File: config.mk
export PLATFORM = sky130hd
export DESIGN_NAME = ps2_scancode_decoder
export DESIGN_NICKNAME = d
export VERILOG_FILES = /design/src/rtl/ps2_pkg.sv /design/src/rtl/ps2_event_fifo.sv /design/src/rtl/ps2_scancode_decoder.sv
export SDC_FILE = /design/constraint.sdc
export NUM_CORES = 1
export LEC_CHECK = 0
export ABC_CLOCK_PERIOD_IN_PS = 3000
export CORE_MARGIN = 2
export CORE_UTILIZATION = 40
export CTS_CLUSTER_DIAMETER = 60
export CTS_CLUSTER_SIZE = 40
export DETAILED_ROUTE_END_ITERATION = 8
export GPL_ROUTABILITY_DRIVEN = 1
export REMOVE_ABC_BUFFERS = 1
export SYNTH_ARGS = -nofsm -noshare
export SYNTH_HDL_FRONTEND = slang
export SYNTH_SLANG_ARGS = --single-unit
export TNS_END_PERCENT = 5
File: constraint.sdc
create_clock -name clk -period 3 [get_ports clk]
set_input_delay 0.3 -clock clk [delete_from_list [all_inputs] [get_ports clk]]
set_output_delay 0.3 -clock clk [all_outputs]
set_load 0.05 [all_outputs]
File: src/rtl/ps2_pkg.sv
// rtl/ps2_pkg.sv - PS/2 Set-2 byte constants, decoder state encoding and event packing.
package ps2_pkg;

   localparam logic [7:0] PS2_EXT       = 8'hE0;
   localparam logic [7:0] PS2_BRK       = 8'hF0;
   localparam logic [7:0] PS2_PAUSE     = 8'hE1;
   localparam logic [7:0] PS2_BAT_OK    = 8'hAA;
   localparam logic [7:0] PS2_ERR0      = 8'h00;
   localparam logic [7:0] PS2_ERR1      = 8'hFF;
   localparam logic [7:0] PS2_BAT_FAIL0 = 8'hFC;
   localparam logic [7:0] PS2_BAT_FAIL1 = 8'hFD;

   localparam int PS2_PAUSE_LEN = 8;
   localparam int PS2_PAUSE_CW  = $clog2(PS2_PAUSE_LEN);
   localparam int PS2_EVT_W     = 10;

   typedef enum logic [2:0] {
      ST_IDLE    = 3'd0,
      ST_EXT     = 3'd1,
      ST_BRK     = 3'd2,
      ST_EXT_BRK = 3'd3,
      ST_PAUSE   = 3'd4
   } ps2_state_t;

   typedef struct packed {
      logic       ext;
      logic       rel;
      logic [7:0] code;
   } ps2_event_t;

   // Overrun (00/FF) and BAT failure (FC/FD) bytes are reported, never queued.
   function automatic logic is_kb_err(input logic [7:0] b);
      return (b == PS2_ERR0) || (b == PS2_ERR1) ||
             (b == PS2_BAT_FAIL0) || (b == PS2_BAT_FAIL1);
   endfunction

endpackage

File: src/rtl/ps2_event_fifo.sv
// rtl/ps2_event_fifo.sv - synchronous event FIFO; push on full is accepted only with a same-cycle pop.
module ps2_event_fifo #(
   parameter int DEPTH = 4,
   parameter int WIDTH = 10
) (
   input  logic             clk,
   input  logic             reset_n,
   input  logic             i_push,
   input  logic [WIDTH-1:0] i_data,
   input  logic             i_pop,
   output logic [WIDTH-1:0] o_data,
   output logic             o_full,
   output logic             o_empty
);

   localparam int AW = $clog2(DEPTH);
   localparam logic [AW:0] FULL_CNT = (AW+1)'(DEPTH);

   logic [WIDTH-1:0] r_mem [DEPTH];
   logic [AW-1:0]    r_wr_ptr;
   logic [AW-1:0]    r_rd_ptr;
   logic [AW:0]      r_count;
   logic             w_push;
   logic             w_pop;

   assign o_full  = (r_count == FULL_CNT);
   assign o_empty = (r_count == '0);
   assign w_pop   = i_pop && !o_empty;
   assign w_push  = i_push && (!o_full || w_pop);
   // Head is forced to zero when empty so outputs are defined after reset.
   assign o_data  = o_empty ? '0 : r_mem[r_rd_ptr];

   always_ff @(posedge clk) begin
      if (!reset_n) begin
         r_wr_ptr <= '0;
         r_rd_ptr <= '0;
         r_count  <= '0;
      end else begin
         if (w_push) r_wr_ptr <= r_wr_ptr + 1'b1;
         if (w_pop)  r_rd_ptr <= r_rd_ptr + 1'b1;
         r_count <= r_count + {{AW{1'b0}}, w_push} - {{AW{1'b0}}, w_pop};
      end
   end

   always_ff @(posedge clk) begin
      if (w_push) r_mem[r_wr_ptr] <= i_data;
   end

endmodule

File: src/rtl/ps2_scancode_decoder.sv
// rtl/ps2_scancode_decoder.sv - folds Set-2 E0/F0/E1 prefixes into key events queued in a FIFO.
// Optional typematic repeat filter: PS2_DEC_TYPEMATIC_FILTER_EN.
module ps2_scancode_decoder
   import ps2_pkg::*;
#(
   parameter int FIFO_DEPTH = 4
) (
   input  logic       clk,
   input  logic       reset_n,
   input  logic [7:0] code_in,
   input  logic       code_valid,
   input  logic       ev_ready,
   output logic       ev_valid,
   output logic [7:0] ev_code,
   output logic       ev_ext,
   output logic       ev_release,
   input  logic       ovf_clr,
   output logic       overflow,
   output logic       kb_err
);

   ps2_state_t              r_state;
   logic [PS2_PAUSE_CW-1:0] r_pause_cnt;
   logic                    r_overflow;
   logic                    r_kb_err;

   ps2_state_t              w_state_nxt;
   logic [PS2_PAUSE_CW-1:0] w_pause_nxt;
   logic                    w_push_req;
   logic                    w_err;
   ps2_event_t              w_evt;
   logic                    w_suppress;
   logic                    w_push;
   logic                    w_pop;
   logic                    w_full;
   logic                    w_empty;
   logic [PS2_EVT_W-1:0]    w_head;

   always_comb begin
      w_state_nxt = r_state;
      w_pause_nxt = r_pause_cnt;
      w_push_req  = 1'b0;
      w_err       = 1'b0;
      w_evt.ext   = 1'b0;
      w_evt.rel   = 1'b0;
      w_evt.code  = code_in;
      if (code_valid) begin
         case (r_state)
            ST_IDLE: begin
               if (code_in == PS2_EXT) begin
                  w_state_nxt = ST_EXT;
               end else if (code_in == PS2_BRK) begin
                  w_state_nxt = ST_BRK;
               end else if (code_in == PS2_PAUSE) begin
                  w_push_req  = 1'b1;
                  w_pause_nxt = PS2_PAUSE_CW'(PS2_PAUSE_LEN - 1);
                  w_state_nxt = ST_PAUSE;
               end else if (is_kb_err(code_in)) begin
                  w_err = 1'b1;
               end else if (code_in != PS2_BAT_OK) begin
                  w_push_req = 1'b1;
               end
            end
            ST_EXT: begin
               if (code_in == PS2_BRK) begin
                  w_state_nxt = ST_EXT_BRK;
               end else if (code_in != PS2_EXT) begin
                  w_push_req  = 1'b1;
                  w_evt.ext   = 1'b1;
                  w_state_nxt = ST_IDLE;
               end
            end
            ST_BRK, ST_EXT_BRK: begin
               if (code_in != PS2_EXT && code_in != PS2_BRK) begin
                  w_push_req  = 1'b1;
                  w_evt.ext   = (r_state == ST_EXT_BRK);
                  w_evt.rel   = 1'b1;
                  w_state_nxt = ST_IDLE;
               end
            end
            ST_PAUSE: begin
               // Remaining pause bytes are swallowed regardless of value.
               w_pause_nxt = r_pause_cnt - 1'b1;
               if (r_pause_cnt == PS2_PAUSE_CW'(1)) w_state_nxt = ST_IDLE;
            end
            default: w_state_nxt = ST_IDLE;
         endcase
      end
   end

`ifdef PS2_DEC_TYPEMATIC_FILTER_EN
   logic       r_tm_valid;
   logic [8:0] r_tm_key;
   logic       w_tm_match;

   assign w_tm_match = r_tm_valid && (r_tm_key == {w_evt.ext, w_evt.code});
   assign w_suppress = w_push_req && !w_evt.rel && w_tm_match;

   always_ff @(posedge clk) begin
      if (!reset_n) begin
         r_tm_valid <= 1'b0;
         r_tm_key   <= '0;
      end else if (w_push_req) begin
         if (!w_evt.rel && !w_tm_match) begin
            r_tm_valid <= 1'b1;
            r_tm_key   <= {w_evt.ext, w_evt.code};
         end else if (w_evt.rel && w_tm_match) begin
            r_tm_valid <= 1'b0;
         end
      end
   end
`else
   assign w_suppress = 1'b0;
`endif

   assign w_push = w_push_req && !w_suppress;
   assign w_pop  = ev_valid && ev_ready;

   always_ff @(posedge clk) begin
      if (!reset_n) begin
         r_state     <= ST_IDLE;
         r_pause_cnt <= '0;
         r_overflow  <= 1'b0;
         r_kb_err    <= 1'b0;
      end else begin
         r_state     <= w_state_nxt;
         r_pause_cnt <= w_pause_nxt;
         // Clear takes priority over a same-cycle set.
         if (ovf_clr) begin
            r_overflow <= 1'b0;
            r_kb_err   <= 1'b0;
         end else begin
            if (w_push && w_full && !w_pop) r_overflow <= 1'b1;
            if (w_err) r_kb_err <= 1'b1;
         end
      end
   end

   ps2_event_fifo #(
      .DEPTH (FIFO_DEPTH),
      .WIDTH (PS2_EVT_W)
   ) u_fifo (
      .clk     (clk),
      .reset_n (reset_n),
      .i_push  (w_push),
      .i_data  ({w_evt.ext, w_evt.rel, w_evt.code}),
      .i_pop   (w_pop),
      .o_data  (w_head),
      .o_full  (w_full),
      .o_empty (w_empty)
   );

   assign ev_valid   = !w_empty;
   assign ev_ext     = w_head[9];
   assign ev_release = w_head[8];
   assign ev_code    = w_head[7:0];
   assign overflow   = r_overflow;
   assign kb_err     = r_kb_err;

endmodule

==> out/qor.yml <==
status:
  status: "completed"
placed_design:
  gp_congestion: 0.8300
  port_buffers: 25
  pre_cts_ws_ps: 4.588
  dp_hpwl_um: 3162
  dp.cells: 282
global_route:
  grt_use_total: 0.1450
  grt-ovfl-total: 0
  grt_pass1_vias: 1592
  grt_max_degree: 17
  grt_use_met2: 0.2302
  grt_antenna_before_repair: 0
  grt_first_pass_wirelength_um: 7624
  met1_usage: 0.1784
  grt.busiest_layer: "met2"
  use_met3: 0.02883
clock_tree:
  hold_buffers: 0
  numCtsBuffers: 9
  root_buffer: "clkbuf_8"
  htree_levels: 3
  ctsResizeCount: 0
  clkSinkCount: 57
  clkSlewWorstSetupHoldPaths_ps: 60
  cts_buffer_depth: 2
  clk_latency_ps: 320
  post_cts.repair.setup_buffers: 0
  cts_tree: "done"
worst_setup_path:
  crit_chain: "clkdlybuf4s50_1 > nand2b_4 > o41a_1 > o41ai_2 > nor3_2 > ha_1 > fa_1 > xnor2_1 > xnor2_1 > and2_1"
  critical-path-max-stage-delay_ps: 640
  critPathKind: "input pin to register"
  crit_arrival_ps: 2870
  cpMaxStageDelayCell: "clkdlybuf4s50_1"
  critPathBufInv: 1
  crit_family: "compound AO/OA/AOI/OAI gates"
  crit_path_end_kind: "register"
  cpMostUsedCell: "xnor2_1"
  startpoint_type: "input pin"
  required_ps: 3210
  crit_fanout: 6
sta:
  final.setup.worst_slack_ps: 342.3
  fin_skew_ps: 2.747
  setup_violations: 0
  period_minus_slack_ps: 2658
  slew_headroom: 0.6614
  period_share: 0.8859
  finalHoldViolations: 0
  drv_slew: 0
  rsz0062_at_grt: "no"
  setup_tns_ps: 0
  tightest_slew_ps: 507.2
  clock.fmax_mhz: 376.3
floorplanning:
  row_count: 28
  dieArea_mm2: 0.006898
  die_w_um: 83.06
  core_area_mm2: 0.005991
  start_util: 0.4173
  fp.dieH_um: 83.06
  ios: 26
yosys:
  syn_area_per_cell_um2: 14.12
  synth_area_mm2: 0.002500
  synth_edf_count: 40
  async_reset_ff_frac: 0
  synth_top_flop_cell: "edfxtp_1"
  ys_types: 41
  synth_warnings: 0
  seq_area_frac_synth: 0.6166
  ys_ff_latch: 57
  syn_inst: 177
job:
  drv_cap: 0
drt:
  vias_per_cell: 5.084
  wl_um: 4554
  vias: 1515
  drtIter0Drc: 64
  postRouteAntennaNets: 0
  drc_errors: 0
  wl_per_cell_um: 15.28
  first_pass_iters: 4
layout:
  area_growth_pct: 23.17
  diodes: 0
  fin_cells: 298
  final_common_cell: "edfxtp_1"
  final_cell_mix: "40 x edfxtp_1, 25 x clkdlybuf4s50_1, 20 x and2_1"
  final_nets: 240
  post_route_cells_drive_above_1_share: 0.1839
  fillCellCount: 524
worst_hold_path:
  hold_class: "register to register"
power:
  p_leak_nw: 1.111
  ir_drop_v: 0.0003588
  switching_share: 0.3371
  powerDensity_mw_per_mm2: 828.8
  internal_power_mw: 1.692
  p_switching_mw: 0.8603
  combPwrFrac: 0.368
  power_frac_clock: 0.249
  p_seq_frac: 0.383
synth_stat cells (2+ instances only):
master / number / area [µm²]
nand3_1: 5 / 25.02
and2_1: 20 / 125.1
clkbuf_1: 2 / 7.510
nor2b_1: 6 / 37.54
a21oi_1: 2 / 10.01
o211a_1: 2 / 20.02
dfxtp_1: 17 / 340.3
ha_1: 8 / 100.1
nor3_1: 4 / 20.02
xnor2_1: 4 / 35.03
mux4_2: 10 / 225.2
inv_1: 11 / 41.29
nand2_1: 9 / 33.78
a31oi_1: 3 / 18.77
mux2i_1: 2 / 20.02
edfxtp_1: 40 / 1201
nor2_1: 8 / 30.03
power groups by stage:
stage | registers (mW) | clock network, mW | logic, mW
floorplan | 1.00 | 0 | 0.623
global placement | 0.988 | 0 | 0.936
detailed placement | 0.995 | 0 | 0.956
CTS | 0.979 | 0.660 | 0.957
global route | 0.988 | 0.696 | 1.02
finish | 0.978 | 0.635 | 0.939
metrics by stage:
step | area (µm²) | hold slack, ps | total power, mW | utilization
global route | 3079 | 495.3 | 2.699 | 0.5140
CTS | 3079 | 478.8 | 2.595 | 0.5140
global placement | 2895 | 451.1 | 1.924 | 0.4833
detailed placement | 2895 | 454.5 | 1.950 | 0.4833
finish | 3079 | 469.3 | 2.552 | 0.5140
floorplan | 2476 | 398.9 | 1.628 | -
registers in the layout, summed over array words and instances (netlist names), named ones only:
register,flops
u_fifo.r_mem,40
u_fifo.r_wr_ptr,2
kb_err,1
u_fifo.r_rd_ptr,2
r_pause_cnt,3
r_state,3
overflow,1
u_fifo.r_count,3
cells by family (layout without fill, tap and decap cells):
family          Yosys count  count (layout)  share of synthesized area
compound gates           16              16                    0.05105
buf+inv                  16              62                    0.02603
flops                    57              57                     0.6166
mux                      12              12                    0.09810
fa+ha+maj                 9               9                    0.04805
simple gates             63              63                     0.1462
xor+xnor                  4               4                    0.01401
layout make-up:
type	instances	area, µm²	share of cell area
multi-input combinational	104	893.4	0.2901
clock inverter	3	15.01	0.004876
sequential	57	1541	0.5006
tap	75	93.84	0.03048
inverter	11	41.29	0.01341
timing repair buffer	35	325.3	0.1056
clock buffer	13	168.9	0.05486
layer usage:
metal,up-vias,share of wire
met5,-,0
met4,0,0.023
met3,11,0.031
met2,32,0.49
met1,746,0.45
li1,726,-
worst register-to-register path: cells and delay by family, from the launching register on:
kind | cells | cell delay (ps)
adders and majority gates | 3 | 860
and+or+nand+nor | 3 | 740
DFF | 1 | 320
xor gates and xnor gates | 2 | 270
buffers and inverters | 1 | 40
final timing paths:
| path | depth (start not counted) | from | slack, ps | end |
|---|---|---|---|---|
| max | 10 | code_in[1] | 340 | u_fifo.r_count[2] |
| min | 1 | overflow | 470 | overflow |
| max reg2reg | 9 | u_fifo.r_count[1] | 670 | u_fifo.r_count[2] |
| min reg2reg | 1 | overflow | 470 | overflow |
No activity file was read; power rests on OpenSTA's default activity.
